$ cat src/rtl/req_priority_arbiter.sv
// Grants one shared resource to N requesters, by fixed priority (highest index wins) or round-robin.
// The grant is registered, a dead cycle separates owners, and a hold limit forces release.
module req_priority_arbiter #(
  parameter int N        = 8,
  parameter int IDX_W    = 3,
  parameter int MAX_HOLD = 15
) (
  input  logic             clk,
  input  logic             rst,
  input  logic [N-1:0]     req,
  input  logic             rr_en,
  input  logic             done,
  output logic [N-1:0]     gnt,
  output logic [IDX_W-1:0] gnt_idx,
  output logic             gnt_vld,
  output logic             timeout
);

  localparam int HC_W = $clog2(MAX_HOLD + 1);
  localparam logic [HC_W-1:0] HOLD_LAST = HC_W'(MAX_HOLD - 1);

  typedef enum logic [1:0] {IDLE, GRANT, GAP} state_t;

  state_t           state, state_nxt;
  logic [HC_W-1:0]  hold_cnt, hold_cnt_nxt;
  logic [IDX_W-1:0] rr_ptr, rr_ptr_nxt;
  logic [N-1:0]     gnt_nxt;
  logic [IDX_W-1:0] gnt_idx_nxt;
  logic             gnt_vld_nxt;
  logic             timeout_nxt;

  logic [IDX_W-1:0] win_idx;
  logic             win_any;
  logic             grant_now;
  int               pos;

  // Winner search; in round-robin mode the nearest set bit after rr_ptr wins,
  // so the loop walks from farthest to nearest and the last hit is kept.
  always_comb begin
    win_idx = '0;
    win_any = |req;
    pos     = 0;
    if (!rr_en) begin
      for (int i = 0; i < N; i++) begin
        if (req[i]) win_idx = IDX_W'(i);
      end
    end else begin
      for (int k = N; k >= 1; k--) begin
        pos = (int'(rr_ptr) + k) % N;
        if (req[pos]) win_idx = IDX_W'(pos);
      end
    end
  end

  always_comb begin
    state_nxt    = state;
    hold_cnt_nxt = hold_cnt;
    rr_ptr_nxt   = rr_ptr;
    gnt_nxt      = gnt;
    gnt_idx_nxt  = gnt_idx;
    gnt_vld_nxt  = gnt_vld;
    timeout_nxt  = 1'b0;
    grant_now    = 1'b0;
    case (state)
      IDLE: begin
        if (win_any) grant_now = 1'b1;
      end
      GRANT: begin
        if (done || !req[gnt_idx] || hold_cnt == HOLD_LAST) begin
          state_nxt   = GAP;
          gnt_nxt     = '0;
          gnt_vld_nxt = 1'b0;
          // Only the hold limit can be left once done and a dropped request are excluded.
          timeout_nxt = !done && req[gnt_idx];
        end else begin
          hold_cnt_nxt = hold_cnt + 1'b1;
        end
      end
      GAP: begin
        if (win_any) grant_now = 1'b1;
        else         state_nxt = IDLE;
      end
      default: state_nxt = IDLE;
    endcase
    if (grant_now) begin
      state_nxt    = GRANT;
      gnt_nxt      = N'(1) << win_idx;
      gnt_idx_nxt  = win_idx;
      gnt_vld_nxt  = 1'b1;
      hold_cnt_nxt = '0;
      rr_ptr_nxt   = win_idx;
    end
  end

  always_ff @(posedge clk) begin
    if (rst) begin
      state    <= IDLE;
      hold_cnt <= '0;
      rr_ptr   <= IDX_W'(N - 1);
      gnt      <= '0;
      gnt_idx  <= '0;
      gnt_vld  <= 1'b0;
      timeout  <= 1'b0;
    end else begin
      state    <= state_nxt;
      hold_cnt <= hold_cnt_nxt;
      rr_ptr   <= rr_ptr_nxt;
      gnt      <= gnt_nxt;
      gnt_idx  <= gnt_idx_nxt;
      gnt_vld  <= gnt_vld_nxt;
      timeout  <= timeout_nxt;
    end
  end

endmodule
$ cat config.mk
export PLATFORM = sky130hd
export DESIGN_NAME = req_priority_arbiter
export DESIGN_NICKNAME = d
export VERILOG_FILES = /design/src/rtl/req_priority_arbiter.sv
export SDC_FILE = /design/constraint.sdc
export NUM_CORES = 1
export LEC_CHECK = 0
export ABC_AREA = 1
export CAP_MARGIN = 0
export CORE_MARGIN = 3
export CORE_UTILIZATION = 48
export CTS_CLUSTER_SIZE = 10
export DETAILED_ROUTE_END_ITERATION = 12
export HOLD_SLACK_MARGIN = 0.05
export PLACE_DENSITY = 0.8
export RECOVER_POWER = 50
export SETUP_SLACK_MARGIN = 0.02
export SYNTH_ARGS = -nofsm -noshare
export SYNTH_HDL_FRONTEND = slang
export SYNTH_SLANG_ARGS = --single-unit
$ cat constraint.sdc
create_clock -name clk -period 3.2 [get_ports clk]
set_input_delay 0.8 -clock clk [delete_from_list [all_inputs] [get_ports clk]]
set_output_delay 0.8 -clock clk [all_outputs]
set_load 0.01 [all_outputs]
### Word-level counts from Yosys, hierarchy flattened

Index checks and enable logic that the tools add are counted.

| word-level totals | value |
|---|---|
| latch bits | 0 |
| register bits | 22 |
| memory bits (read-only) | 0 |
| memories kept | 0 |
| memory bits (writable) | 0 |
| word-level logic and storage cells | 124 |
| output and inout bits | 13 |

| cells by class | value |
|---|---|
| bitwise operators | 11 |
| shift-type cells | 1 |
| multipliers | 0 |
| eq/ne operators | 8 |
| reduce and logical (&&, ||, !) cells | 24 |
| add/sub/neg operators | 9 |
| divide/modulo/power cells | 0 |
| muxes and demuxes | 54 |
| magnitude comparators | 9 |

Operators with widths:

| kind | count |
|---|---|
| two-way mux 3 bit | 15 |
| < comparator 4 x 5 -> 1 bit (second input constant) | 8 |
| binary-select mux 1 bit (select 3 bit) | 9 |
| OR reduction 3 bit | 9 |
| two-way mux 1 bit | 24 |
| two-way mux 8 bit | 3 |
| adder 3 bit (second input constant) | 4 |
| AND 1 bit (first input constant) | 8 |
| OR reduction 8 bit | 1 |
| << shifter 1 x 3 -> 8 bit (first input constant) | 1 |
| adder 3 x 1 -> 3 bit (second input constant) | 2 |
| adder 3 x 2 -> 3 bit (second input constant) | 2 |
| != test 2 bit (second input constant) | 3 |
| != test 3 bit (second input constant) | 2 |
| one-hot mux 2 bit (3 select lines) | 1 |
| AND reduction 3 bit | 2 |
| adder 4 x 1 -> 4 bit (second input constant) | 1 |
| equality test 4 bit (second input constant) | 1 |
| < comparator 3 x 4 -> 1 bit (second input constant) | 1 |
| two-way mux 2 bit | 2 |
| AND reduction 2 bit | 2 |
| nonzero test 2 bit | 2 |
| OR reduction 2 bit | 2 |
| NOT 1 bit | 3 |
| 6 further kinds | 8 |

### Logic depth before layout (Yosys ltp)

| logic depth | value |
|---|---|
| word-level depth | 17 |
| depth in mapped cells | 22 |

### Least setup slack after synthesis

OpenSTA, ideal clock, no wires.

| timing | value |
|---|---|
| kind | register to register |
| start point | reg rr_ptr[0] |
| end point | reg rr_ptr[0] |
| arrival time | 2.080 ns |
| path buffers | 2 |
| slack | 0.992 ns |
| stages on the path, launching flop included | 21 |
| clock period less this slack | 2.208 ns |
| cell sequence | dfxtp_1 buf_6 inv_6 buf_12 ha_1 inv_2 nand3_1 nand3_2 nand2_2 inv_1 nand2_1 nand2_1 nand2_1 nand2_1 nand2_1 nand2_1 nand3_2 nand2_4 inv_4 nand2_1 o211ai_1 |

| between the ends | value |
|---|---|
| longest elaborated chain between the ends | 13 |
| elaborated cells between the ends (all ways) | 41 |
| those cells by class | add/sub (8); mux (33) |

RTL lines:

| item | RTL line | source |
|---|---|---|
| start, declared | 26 | `logic [IDX_W-1:0] rr_ptr, rr_ptr_nxt;` |
| start signal, assigned | 99 | `rr_ptr <= IDX_W'(N - 1);` |
| start signal, assigned | 107 | `rr_ptr <= rr_ptr_nxt;` |
| adder 3 x 1 -> 3 bit | 49 | `pos = (int'(rr_ptr) + k) % N;` |
| binary-select mux 1 bit (select 3 bit) | 50 | `if (req[pos]) win_idx = IDX_W'(pos);` |
| two-way mux 1 bit (implied by the code) (2 in a row) | 50 |  |
| two-way mux 3 bit (7 in a row) | 50 |  |
| two-way mux 3 bit * | 50 |  |
| two-way mux 3 bit * | 43 | `if (!rr_en) begin` |

Mark *: on every way between the ends. The rest lies on a longest branch, timed or not. The select of a mux whose other input is x is not followed.
A chain may end at the register's enable or synchronous reset.

### Worst setup path in the final report

| timing | value |
|---|---|
| start point | in req[4] |
| end point | reg hold_cnt[3] |

| between the ends | value |
|---|---|
| longest elaborated chain between the ends | 7 |
| elaborated cells between the ends (all ways) | 11 |
| those cells by class | mux (4); bitwise (1); reduce/logical (6) |

RTL lines:

| item | RTL line | source |
|---|---|---|
| start, declared | 10 | `input logic [N-1:0] req,` |
| binary-select mux 1 bit (select 3 bit) | 69 | `if (done \|\| !req[gnt_idx] \|\| hold_cnt == HOLD_LAST) begin` |
| two-way mux 1 bit (implied by the code) | 69 |  |
| logical NOT 1 bit | 69 |  |
| logical OR 1 bit (2 in a row) | 69 |  |
| NOT 1 bit (no source line) | - |  |
| AND reduction 2 bit (no source line) | - |  |
| end signal, assigned | 106 | `hold_cnt <= hold_cnt_nxt;` |
| end, declared | 25 | `logic [HC_W-1:0] hold_cnt, hold_cnt_nxt;` |

Several ways; a longest one is shown, not always the timed one. The select of a mux whose other input is x is not followed.

==> results.sh <==
export IMPL_critPathSlowestCell="dlygate4sd3_1"
export IMPL_portBuffers=24
export IMPL_ys_types=36
export IMPL_routed_wl_um=4240
export IMPL_start_util=0.525
export IMPL_grt_antenna_before_repair=0
export IMPL_syn_instance_count=266
export IMPL_diodes=0
export IMPL_ios=25
export IMPL_tightest_slew_ns=0.494
export IMPL_nets=310
export IMPL_grt_pass1_wl_um=7160
export IMPL_hold_viol_final=0
export IMPL_postCtsHoldBufs=0
export IMPL_mostFrequentLayoutCell="nand2_1"
export IMPL_chipWidth_um=67.8
export IMPL_power_per_cell_area_nw_per_um2=607
export IMPL_cts_tree="built"
export IMPL_gp_congestion=0.893
export IMPL_synth_top_area_cell="dfxtp_1"
export IMPL_cp_startpoint="req[4]"
export IMPL_area_growth_pct=16.0
export IMPL_fp_row_count=21
export IMPL_crit_family="simple AND/OR/NAND/NOR gates"
export IMPL_drtPass1Iterations=4
export IMPL_wire_per_inst_um=12.5
export IMPL_cp_endpoint="hold_cnt[3]$_SDFFE_PP0P_"
export IMPL_tns_ns=0
export IMPL_maxSlewHeadroom=0.669
export IMPL_htree_levels=1
export IMPL_synth_top_area_share=0.240
export IMPL_finalSetupViolCount=0
export IMPL_drt_iter0_markers=187
export IMPL_drtAntennaViolNets=0
export IMPL_final_cell_mix="75 x nand2_1, 31 x nand3_1, 23 x a21oi_1"
export IMPL_critPathMaxStageDelay_ns=0.69
export IMPL_fin_crit_ns=2.76
export IMPL_crit_reg2reg_launch="rr_ptr[1]$_SDFFE_PP1P_"
export IMPL_coreArea_um2=3490
export IMPL_crit_buf_inv=3
export IMPL_synth_warnings=0
export IMPL_fp_dieArea_um2=4600
export IMPL_post_cts_buffers=0
export IMPL_timing_rr_end="gnt[5]$_SDFFE_PP0P_"
export IMPL_clk_insertion_delay_late_ns=0.26
export IMPL_rsz0062_at_grt="no"
export IMPL_outcome="completed"
export IMPL_ys_ff_latch=22
export IMPL_cts_resized=0
export IMPL_cp_arrival_ns=2.90
export IMPL_cts_buffer_depth=2
export IMPL_synthArstFlopShare=0
export IMPL_startpoint_type="input port"
export IMPL_ys_flop_type="dfxtp_1"
export IMPL_cp_depth=14
export IMPL_vias=1790
export IMPL_holdCritPathClass="reg -> reg"
export IMPL_synth_edf_count=0
export IMPL_synth_area_leaders="dfxtp_1 24%, nand2_1 15%, nand3_2 8.7%"
export IMPL_drc_errors=0
export IMPL_endpoint_kind="register"
export IMPL_grt_ovfl_total=0
export IMPL_grt_use_total=0.198
export IMPL_r2r_setup_slack_ns=0.80
export IMPL_ir_worst_vdd_uv=326
export IMPL_postSynthNetCount=282
export IMPL_cts_sinks=22
export IMPL_first_global_vias=1658
export IMPL_reg2regPathDepth=18
export IMPL_post_route_period_util=0.861
export IMPL_viasPerCell=5.30
export IMPL_seq_area_frac_synth=0.240
export IMPL_cts_buffers=3
export IMPL_skew_ns=0.00364
export IMPL_synth_area_um2=1830
export IMPL_crit_type="in -> reg"
export IMPL_fin_area_um2=2130
export IMPL_power_leakage_nw=1.04
export IMPL_stdcell_count=338
export IMPL_place_inst=335
export IMPL_cp_required_ns=3.34
export IMPL_grt_max_degree=16
export IMPL_path_cells="dlygate4sd3_1 -> inv_2 -> a21oi_1 -> o21ai_1 -> o21ai_1 -> nand2_1 -> o21ai_0 -> inv_2 -> nor2_2 -> nand2_2 -> nor3_4 -> nand2_1 -> nor3_1 -> nor3b_2"
export IMPL_maxCapViolCount=0
export IMPL_die_h_um=67.8
export IMPL_path_clk_slew_ns=0.07
export IMPL_dp_hpwl_um=3370
export IMPL_cp_max_fo=6
export IMPL_final_layout_size_suffix_gt1_frac=0.205
export IMPL_avgSynthCellArea_um2=6.89
export IMPL_clock_fmax_ghz=0.363
export IMPL_dpl_cell_area_um2=2090
export IMPL_clock_root_buffer="clkbuf_8"
export IMPL_finalMaxSlewViolations=0
export IMPL_finalPower_mw=1.29
-- sequential cells by signal (all words and copies together) (netlist names) --
register	count
timeout	1
state	2
gnt_idx	3
gnt	8
rr_ptr	3
gnt_vld	1
hold_cnt	4
-- report_power, final --
| group | internal, mW | switching (mW) |
|---|---|---|
| Sequential | 0.306 | 0.0318 |
| Combinational | 0.286 | 0.503 |
| Clock | 0.0838 | 0.0795 |
| Total | 0.676 | 0.615 |
-- Yosys cell counts (3+ instances only) --
cell type	instances
a21oi_1	23
dfxtp_1	22
ha_1	4
inv_1	22
inv_2	9
nand2_1	75
nand2_2	7
nand2_4	7
nand3_1	31
nand3_2	16
nor2_1	9
o211ai_1	3
o21ai_0	3
o21ai_1	6
-- cells by family after synthesis --
kind of cell	share of synthesized area
AND/OR/NAND/NOR	0.455
AO/OA/AOI/OAI	0.142
buffers and inverters	0.117
flip-flops	0.240
adder cells (fa/ha/maj)	0.0273
XOR/XNOR	0.0184
-- final cells by class --
| type | instances | area [um2] |
|---|---|---|
| fillers | 333 | 1370 |
| multi-input cells | 204 | 1180 |
| flip-flops and latches | 22 | 440 |
| repair buffers | 28 | 270 |
| inverters | 35 | 141 |
| well taps | 46 | 57.6 |
| clock buffers | 3 | 41.3 |
-- worst reg2reg max path, cell delays in order (launching register included) --
cell and delay [ns]:
dfxtp_1 0.35, clkinv_2 0.15, ha_1 0.48, inv_2 0.14, nand3_1 0.17, nand3_2 0.13, nand2_2 0.12, inv_1 0.05
nand2_1 0.06, nand2_1 0.04, nand2_1 0.05, nand2_1 0.04, nand2_1 0.05, nand2_1 0.05, nand3_2 0.08, nand2_4 0.07
inv_4 0.08, nand3_1 0.07, a21oi_1 0.14
-- per-stage QoR --
stage,hold slack [ns],utilization,setup slack (ns)
3_3_place_gp,0.452,0.598,0.340
6_report,0.463,0.609,0.443
4_1_cts,0.470,0.609,0.556
2_1_floorplan,0.465,-,0.992
5_1_grt,0.493,0.609,0.248
3_5_place_dp,0.460,0.598,0.286
-- how the worst min path moves through the flow --
stage | start | to | slack, ns | cells past startpoint
detailed placement | gnt[6]$_SDFFE_PP0P_ | gnt[6]$_SDFFE_PP0P_ | 0.46 | 2
finish | gnt[6]$_SDFFE_PP0P_ | gnt[6]$_SDFFE_PP0P_ | 0.46 | 2
CTS | gnt[6]$_SDFFE_PP0P_ | gnt[6]$_SDFFE_PP0P_ | 0.47 | 2
global route | gnt[6]$_SDFFE_PP0P_ | gnt[6]$_SDFFE_PP0P_ | 0.49 | 2
floorplan | hold_cnt[0]$_SDFFE_PP0P_ | hold_cnt[0]$_SDFFE_PP0P_ | 0.46 | 2
global placement | gnt_vld$_SDFFE_PP0P_ | gnt_vld$_SDFFE_PP0P_ | 0.45 | 2
-- metal layers --
metal  GRT usage  vias to the layer above  wire length (um)
met4      0.0670                        0                61
li1            -                      922                 -
met3      0.0183                        7               169
met1       0.255                      820              1950
met2       0.345                       41              2050
met5           0                        -                 0
Note: power is estimated with default switching activity, not from simulation.
